## src/rtl/control_unit_pkg.sv

```systemverilog
// Shared definitions for the control unit slice: FSM state encoding,
// instruction format codes, ALU select codes and instruction field helpers.
package control_unit_pkg;

    typedef enum logic [2:0] {
        IDLE   = 3'd0,
        SRC    = 3'd1,
        EXEC   = 3'd2,
        COMMIT = 3'd3,
        WRITE  = 3'd4
    } state_t;

    // Instruction format codes (instruction[1:0])
    localparam logic [1:0] FMT_REG = 2'd0;
    localparam logic [1:0] FMT_IMM = 2'd1;
    localparam logic [1:0] FMT_RSV = 2'd2;
    localparam logic [1:0] FMT_MEM = 2'd3;

    // ALU select codes
    localparam logic [2:0] ALU_ADD  = 3'd0;
    localparam logic [2:0] ALU_SUB  = 3'd1;
    localparam logic [2:0] ALU_AND  = 3'd2;
    localparam logic [2:0] ALU_OR   = 3'd3;
    localparam logic [2:0] ALU_XOR  = 3'd4;
    localparam logic [2:0] ALU_SHL  = 3'd5;
    localparam logic [2:0] ALU_SHR  = 3'd6;
    localparam logic [2:0] ALU_PASS = 3'd7;

    // Field extraction. Ry and imm overlap by design: the format decides
    // which interpretation the datapath uses.
    function automatic logic [2:0] rx_of(input logic [15:0] instr);
        return instr[15:13];
    endfunction

    function automatic logic [1:0] fmt_of(input logic [15:0] instr);
        return instr[1:0];
    endfunction

    // Only register and immediate ops write back to the register file.
    function automatic logic writes_reg(input logic [15:0] instr);
        return (fmt_of(instr) == FMT_REG) || (fmt_of(instr) == FMT_IMM);
    endfunction

endpackage

```

## src/rtl/control_unit.sv

```systemverilog
// control_unit: five-state sequencer driving datapath strobes for one
// instruction every five cycles (IDLE -> SRC -> EXEC -> COMMIT -> WRITE).
// Ports:
//   clk         - clock, all state on rising edge
//   reset       - asynchronous active-high reset
//   instruction - {Rx[15:13], Ry[12:10] / imm[12:5], sel[4:2], fmt[1:0]}
//   run         - global enable; 0 freezes all state
//   en_s        - source-latch strobe (SRC)
//   en_c        - commit strobe (COMMIT)
//   en_reg      - one-hot register write enable at latched Rx (WRITE)
//   done        - completion pulse (WRITE)
module control_unit
    import control_unit_pkg::*;
(
    input  logic        clk,
    input  logic        reset,
    input  logic [15:0] instruction,
    input  logic        run,
    output logic        en_s,
    output logic        en_c,
    output logic [7:0]  en_reg,
    output logic        done
);

    state_t      state, nxt;
    logic [15:0] instr_q;

    always_ff @(posedge clk or posedge reset) begin
        if (reset) begin
            state   <= IDLE;
            instr_q <= 16'h0000;
        end else if (run) begin
            state <= nxt;
            // Capture only on the starting edge so later input changes
            // cannot disturb the instruction in flight.
            if (state == IDLE)
                instr_q <= instruction;
        end
    end

    // Moore outputs: a function of the state registers only, so an
    // asynchronous reset clears them in the same cycle.
    always_comb begin
        nxt    = state;
        en_s   = 1'b0;
        en_c   = 1'b0;
        en_reg = 8'h00;
        done   = 1'b0;
        case (state)
            IDLE:   nxt = SRC;
            SRC: begin
                en_s = 1'b1;
                nxt  = EXEC;
            end
            EXEC:   nxt = COMMIT;
            COMMIT: begin
                en_c = 1'b1;
                nxt  = WRITE;
            end
            WRITE: begin
                done = 1'b1;
                if (writes_reg(instr_q))
                    en_reg = 8'(1) << rx_of(instr_q);
                nxt = IDLE;
            end
            default: nxt = IDLE;
        endcase
    end

endmodule

```

## config.mk

```make
export PLATFORM = sky130hd
export DESIGN_NAME = control_unit
export DESIGN_NICKNAME = d
export VERILOG_FILES = /design/src/rtl/control_unit_pkg.sv /design/src/rtl/control_unit.sv
export SDC_FILE = /design/constraint.sdc
export NUM_CORES = 1
export LEC_CHECK = 0
export ABC_CLOCK_PERIOD_IN_PS = 2800
export BUFFER_PORTS_ARGS = -buffer_cell sky130_fd_sc_hd__buf_2
export CAP_MARGIN = 0
export CORE_AREA = 2 2 39 41
export DETAILED_ROUTE_END_ITERATION = 10
export DIE_AREA = 0 0 41 43
export GPL_TIMING_DRIVEN = 1
export PLACE_DENSITY = 0.63
export SYNTH_ARGS = -nofsm -noshare
export SYNTH_HDL_FRONTEND = slang
export SYNTH_SLANG_ARGS = --single-unit
```

## constraint.sdc

```tcl
create_clock -name clk -period 2.8 [get_ports clk]
set_clock_uncertainty 0.2 [all_clocks]
set_input_delay 0.14 -clock clk [delete_from_list [all_inputs] [get_ports clk]]
set_output_delay 0.14 -clock clk [all_outputs]
set_load 0.005 [all_outputs]
```

==> results of run 1 <==
[layer usage]
metal | vias up | global-route usage | share of wire | routed length (µm)
met2 | 14 | 0.147 | 0.45 | 369
met3 | 0 | 0.0314 | 0.069 | 56
met5 | - | 0 | 0 | 0
li1 | 184 | - | - | -
met1 | 166 | 0.127 | 0.48 | 387
met4 | 0 | 0.100 | 0 | 0
[layout by cell type, fill, tap and decap left out]
cell type	instances
and3b_1	1
a21o_1	1
nor4b_2	2
or4b_1	1
inv_1	2
clkbuf_4	3
nor3b_1	2
nand2_1	1
mux2_2	4
buf_2	17
o21ai_0	1
nor2_1	1
nand2b_1	1
dlygate4sd3_1	5
mux2_1	2
nor4_1	2
clkbuf_1	1
nor3_1	4
and4bb_2	1
dfrtp_1	7
nor4b_4	1
[through the flow]
step	util	area [µm²]	total power [µW]	std cells	setup slack [ps]
2_1_floorplan	-	414	357	35	1120
3_3_place_gp	0.372	514	405	67	916
3_5_place_dp	0.372	514	413	67	887
4_1_cts	0.427	591	513	76	613
5_1_grt	0.427	591	545	76	541
6_report	0.427	591	505	76	644
[critical path: cells and delay by family, from the launching register on]
kind,cells,cell delay (ps)
buffers and inverters,1,150
DFF,1,470
and+or+nand+nor,2,940
[cells by family after synthesis]
family,Yosys count
flops,7
simple gates,17
mux,6
buf+inv,3
compound gates,2
[path summary, 6_finish.rpt]
check	startpoint	slack [ps]	end	depth (start not counted)
max reg2reg	state[2]$_DFFE_PP0P_	1230	instr_q[15]$_DFFE_PP0P_	2
min	run	10	state[2]$_DFFE_PP0P_	2
min in group asynchronous	reset	160	instr_q[13]$_DFFE_PP0P_	3
min reg2reg	instr_q[1]$_DFFE_PP0P_	280	instr_q[1]$_DFFE_PP0P_	1
max	state[0]$_DFFE_PP0P_	640	en_reg[1]	3
max in group asynchronous	reset	2030	state[1]$_DFFE_PP0P_	3
[flip-flops by register name, indices dropped and copies added, names as in the netlist]
signal	cells
state	3
instr_q	4
[area by class of cell]
class                           count  area (µm²)  share of cell area
Timing Repair Buffer               22         135               0.229
Clock buffer                        4        26.3              0.0445
Sequential cell                     7         175               0.297
Tap cell                           16        20.0              0.0339
Inverter                            2        7.51              0.0127
Multi-Input combinational cell     25         226               0.383
[power by group]
group          internal [µW]  switching [µW]  leakage (µW)
sequential               152            90.1     0.0000846
combinational            109            63.6      0.000182
clock                   54.3            36.2     0.0000150
==> impl_metrics.toml, run 1 <==
[synthesis]
yosysWarningCount = 0
syn_area_per_cell_um2 = 11.8
yosys.area_share.simple = 0.353
synth_edf_count = 0
synth-xor-area-share = 0
synth_nets = 54
synth.top_cell.area_share = 0.423
synth_area_leaders = "dfrtp_1, mux2_2, nor4b_2"
synth_cell_types = 18
synth_common_cells = "dfrtp_1, mux2_2, nor3_1"
synth_area_leader_cell = "dfrtp_1"
yosys_register_bits = 7
synth_compound_area_frac = 0.0302
synthMuxAreaShare = 0.163
async_flop_share = 1.00
synthAdderAreaFrac = 0
ys_seq_area_frac = 0.423
post_synth_inst_count = 35
synth_ff_type = "dfrtp_1"
synth_area_um2 = 414
yosysMostFrequentCell = "dfrtp_1"
synth_top_family_by_area = "simple AND/OR/NAND/NOR gates"

[drt]
first_pass_iters = 2
via_count = 364
drt_iter0_drc = 3
post_drt_wl_per_cell_um = 10.7
viasPerCell = 4.79
routed_wl_um = 814
ant_nets = 0
drc_errors = 0

[clock_network]
clk-insertion-delay-late_ps = 250
postCtsHoldBufs = 5
cts_root_buf = "clkbuf_4"
cts_max_level = 1
cts_buffer_depth = 2
cts_sinks = 7
cts_resized = 0
cts_buffers = 3
cts_setup_buffers = 0
path_clk_slew_ps = 50
cts_tree = "done"

[finish]
fill_cells = 142
n_antenna_cell = 0
drive_above_1_share = 0.467
syn_to_final_growth_pct = 42.6
fin_nets = 80

[setup_path]
slowest_delay_ps = 690
cp.arrival_ps = 1820
crit_slowest_cell = "or4b_1"
crit_path_end_kind = "output pin"
worst-path-max-fanout = 9
required_ps = 2460
crit_type = "register to output pin"
cp-start-kind = "register"
cp_cell_sequence = "or4b_1 > nor4b_2 > buf_2"

[floorplanning]
die-area_um2 = 1760
die_w_um = 41
start_util = 0.299
num_rows = 14
io_pins = 30
coreArea_um2 = 1380
die_height_um = 43

[grt]
grt_max_degree = 10
antenna_found_initial = 0
grt_pass1_wl_mm = 1.24
groute.usage.overall = 0.108
first_global_vias = 302
grt_overflow = 0

[status]
status = "completed"

[sta]
period_needed_ps = 2160
slew_viol_final = 0
setup_viol = 0
setup_tns_ps = 0
worst_pin_slew_ps = 346
rsz0062_at_grt = "false"
relSlewSlack = 0.768
final_hold_viol_count = 0
whs_ps = 11.4
fin_crit_sh = 0.770
max_clock_freq_mhz = 464

[job]
maxCapViolCount = 0

[power_and_ir_drop]
p_leak_uw = 0.000282
power.density_nw_per_um2 = 855
max-vdd-ir-drop_uv = 427

[place]
port-buffer-count = 17
place_congestion = 0.629
hpwlAfterDp_um = 596

[worst_hold_path]
hp-class = "input port to register"
Note: power is estimated with default switching activity, not from simulation.
==> inputs of run 2 (changes only) <==
--- a/config.mk
+++ b/config.mk
@@ -5,14 +5,15 @@
 export SDC_FILE = /design/constraint.sdc
 export NUM_CORES = 1
 export LEC_CHECK = 0
-export ABC_CLOCK_PERIOD_IN_PS = 2800
+export ABC_AREA = 1
+export ABC_CLOCK_PERIOD_IN_PS = 1800
 export BUFFER_PORTS_ARGS = -buffer_cell sky130_fd_sc_hd__buf_2
 export CAP_MARGIN = 0
 export CORE_AREA = 2 2 39 41
 export DETAILED_ROUTE_END_ITERATION = 10
 export DIE_AREA = 0 0 41 43
 export GPL_TIMING_DRIVEN = 1
-export PLACE_DENSITY = 0.63
+export PLACE_DENSITY = 0.65
 export SYNTH_ARGS = -nofsm -noshare
 export SYNTH_HDL_FRONTEND = slang
 export SYNTH_SLANG_ARGS = --single-unit
==> constraint.sdc (replaced) <==
create_clock -name clk -period 1.8 [get_ports clk]
set_clock_uncertainty 0.2 [all_clocks]
set_input_delay 0.09 -clock clk [delete_from_list [all_inputs] [get_ports clk]]
set_output_delay 0.09 -clock clk [all_outputs]
set_load 0.005 [all_outputs]
==> impl_metrics.toml, run 2 <==
[grt]
grt_max_degree = 8
first_global_vias = 373
grt_overflow = 0
antenna_found_initial = 0
groute.usage.overall = 0.113
grt_pass1_wl_mm = 1.30

[drt]
met3WireLength_um = 46
highest_layer = "met3"
viasPerCell = 4.42
post_drt_wl_per_cell_um = 8.57
ant_nets = 0
wl_met2_um = 447
m1WireLength_um = 363
routed_wl_um = 857
via_count = 442
drt_iter0_drc = 4
first_pass_iters = 4
drc_errors = 0

[power_and_ir_drop]
p_sw_frac = 0.429
power_frac_seq = 0.433
comb_power_share = 0.383
p_leak_uw = 0.000333
power.switching_uw = 323
pwr-share-clk = 0.183
max-vdd-ir-drop_uv = 377
power.density_nw_per_um2 = 1250
p_int_uw = 429
p_total_uw = 752

[floorplanning]
coreArea_um2 = 1380
start_util = 0.298
num_rows = 14
die_height_um = 43
io_pins = 30
die_w_um = 41
die-area_um2 = 1760

[place]
place_area_um2 = 518
place_congestion = 0.830
hpwlAfterDp_um = 671
port-buffer-count = 17

[sta]
fin_crit_sh = 0.867
final_hold_viol_count = 0
worst_pin_slew_ps = 287
period_needed_ps = 1560
relSlewSlack = 0.809
setup_viol = 0
rsz0062_at_grt = "false"
whs_ps = 101
setup_tns_ps = 0
max_clock_freq_mhz = 641
slew_viol_final = 0

[setup_path]
required_ps = 1510
worst-path-max-fanout = 7
cp-start-kind = "register"
cp.arrival_ps = 1270
crit_path_end_kind = "output pin"
crit_type = "register to output pin"

[synthesis]
yosysWarningCount = 0
synth_cell_types = 14
yosysMostFrequentCell = "nand2_1"
synth_nets = 76
post_synth_inst_count = 57
synth_area_leaders = "dfrtp_1, nand2_1, nor2_1"
synth.top_cell.area_share = 0.424
async_flop_share = 1.00
synth_common_cells = "nand2_1, nor2_1, dfrtp_1, inv_1, nand3_1"
yosys_register_bits = 7
synth_area_leader_cell = "dfrtp_1"
syn_area_per_cell_um2 = 7.24
synth_ff_type = "dfrtp_1"
synth_area_um2 = 413
ys_seq_area_frac = 0.424
synth_edf_count = 0

[clock_network]
cts_tree = "done"
cts_root_buf = "clkbuf_4"
cts_max_level = 1
cts_buffers = 3
cts_sinks = 7
cts_setup_buffers = 0
clk-insertion-delay-late_ps = 240
path_clk_slew_ps = 50
cts_buffer_depth = 2

[finish]
drive_above_1_share = 0.310
largest_reg_flops = 4
stdcell_area_um2 = 604
postLayoutCoreUtil = 0.437
syn_to_final_growth_pct = 46.4
fin_nets = 104
top_register = "instr_q"
biggestRegsByFlops = "instr_q: 4 flops, state: 3 flops"
n_antenna_cell = 0
final_cell_mix = "buf_2, nand2_1, nor2_1, inv_1, dfrtp_1"
final_common_cell = "buf_2"

[worst_hold_path]
hp-class = "input port to asynchronous set/reset pin"

[status]
status = "completed"

[job]
maxCapViolCount = 0
==> run 2: worst paths after layout <==
path / endpoint / start / slack [ps] / cells after the start
setup / recovery: en_reg[0] / state[1]$_DFFE_PP0P_ / 240 / 4
hold reg to reg: instr_q[15]$_DFFE_PP0P_ / instr_q[15]$_DFFE_PP0P_ / 300 / 2
min in group clk: instr_q[15]$_DFFE_PP0P_ / instr_q[15]$_DFFE_PP0P_ / 300 / 2
hold / removal: instr_q[1]$_DFFE_PP0P_ / reset / 100 / 3
max in group asynchronous: state[2]$_DFFE_PP0P_ / reset / 1100 / 3
setup reg to reg: instr_q[1]$_DFFE_PP0P_ / state[2]$_DFFE_PP0P_ / 600 / 4
==> run 2: power groups by stage <==
stage	clock [µW]	sequential, µW	combinational (µW)
floorplan	0	305	221
global placement	0	327	276
detailed placement	0	328	281
CTS	145	326	292
global route	156	340	334
finish	138	326	288
==> run 2: layout make-up <==
cell class | instances | area [µm²]
fillers | 151 | 779
inverters | 8 | 30.0
flip-flops and latches | 7 | 175
repair buffers | 23 | 145
multi-input cells | 42 | 208
well taps | 16 | 20.0
clock buffers | 4 | 26.3
==> run 2: per-layer routing <==
metal  track usage  vias to the layer above
met5             0                        -
met4         0.120                        0
met3        0.0157                        0
met2         0.175                       13
met1         0.113                      194
li1              -                      235
==> run 2: cell families after synthesis <==
group                  Yosys count  synth area share
flip-flops                       7             0.424
AO/OA/AOI/OAI                    3            0.0364
buffers and inverters            8            0.0727
AND/OR/NAND/NOR                 39             0.467
==> run 2: worst max-delay path, stage by stage (launching register included) <==
cell     delay [ps]
dfrtp_1         470
nor2_2          170
nand3_1         140
nor2_1          120
buf_2           120
==> run 2: repair_timing <==
item	in CTS	in global routing
hold endpoints to repair	14	0
resized for setup	0	0
endpoints found under the setup margin	0	0
hold buffers	6	0
==> run 2: per-stage QoR <==
step | std cells | setup WS (ps)
finish | 100 | 240
global route | 100 | 100
CTS | 100 | 211
detailed placement | 90 | 485
global placement | 90 | 511
floorplan | 57 | 665
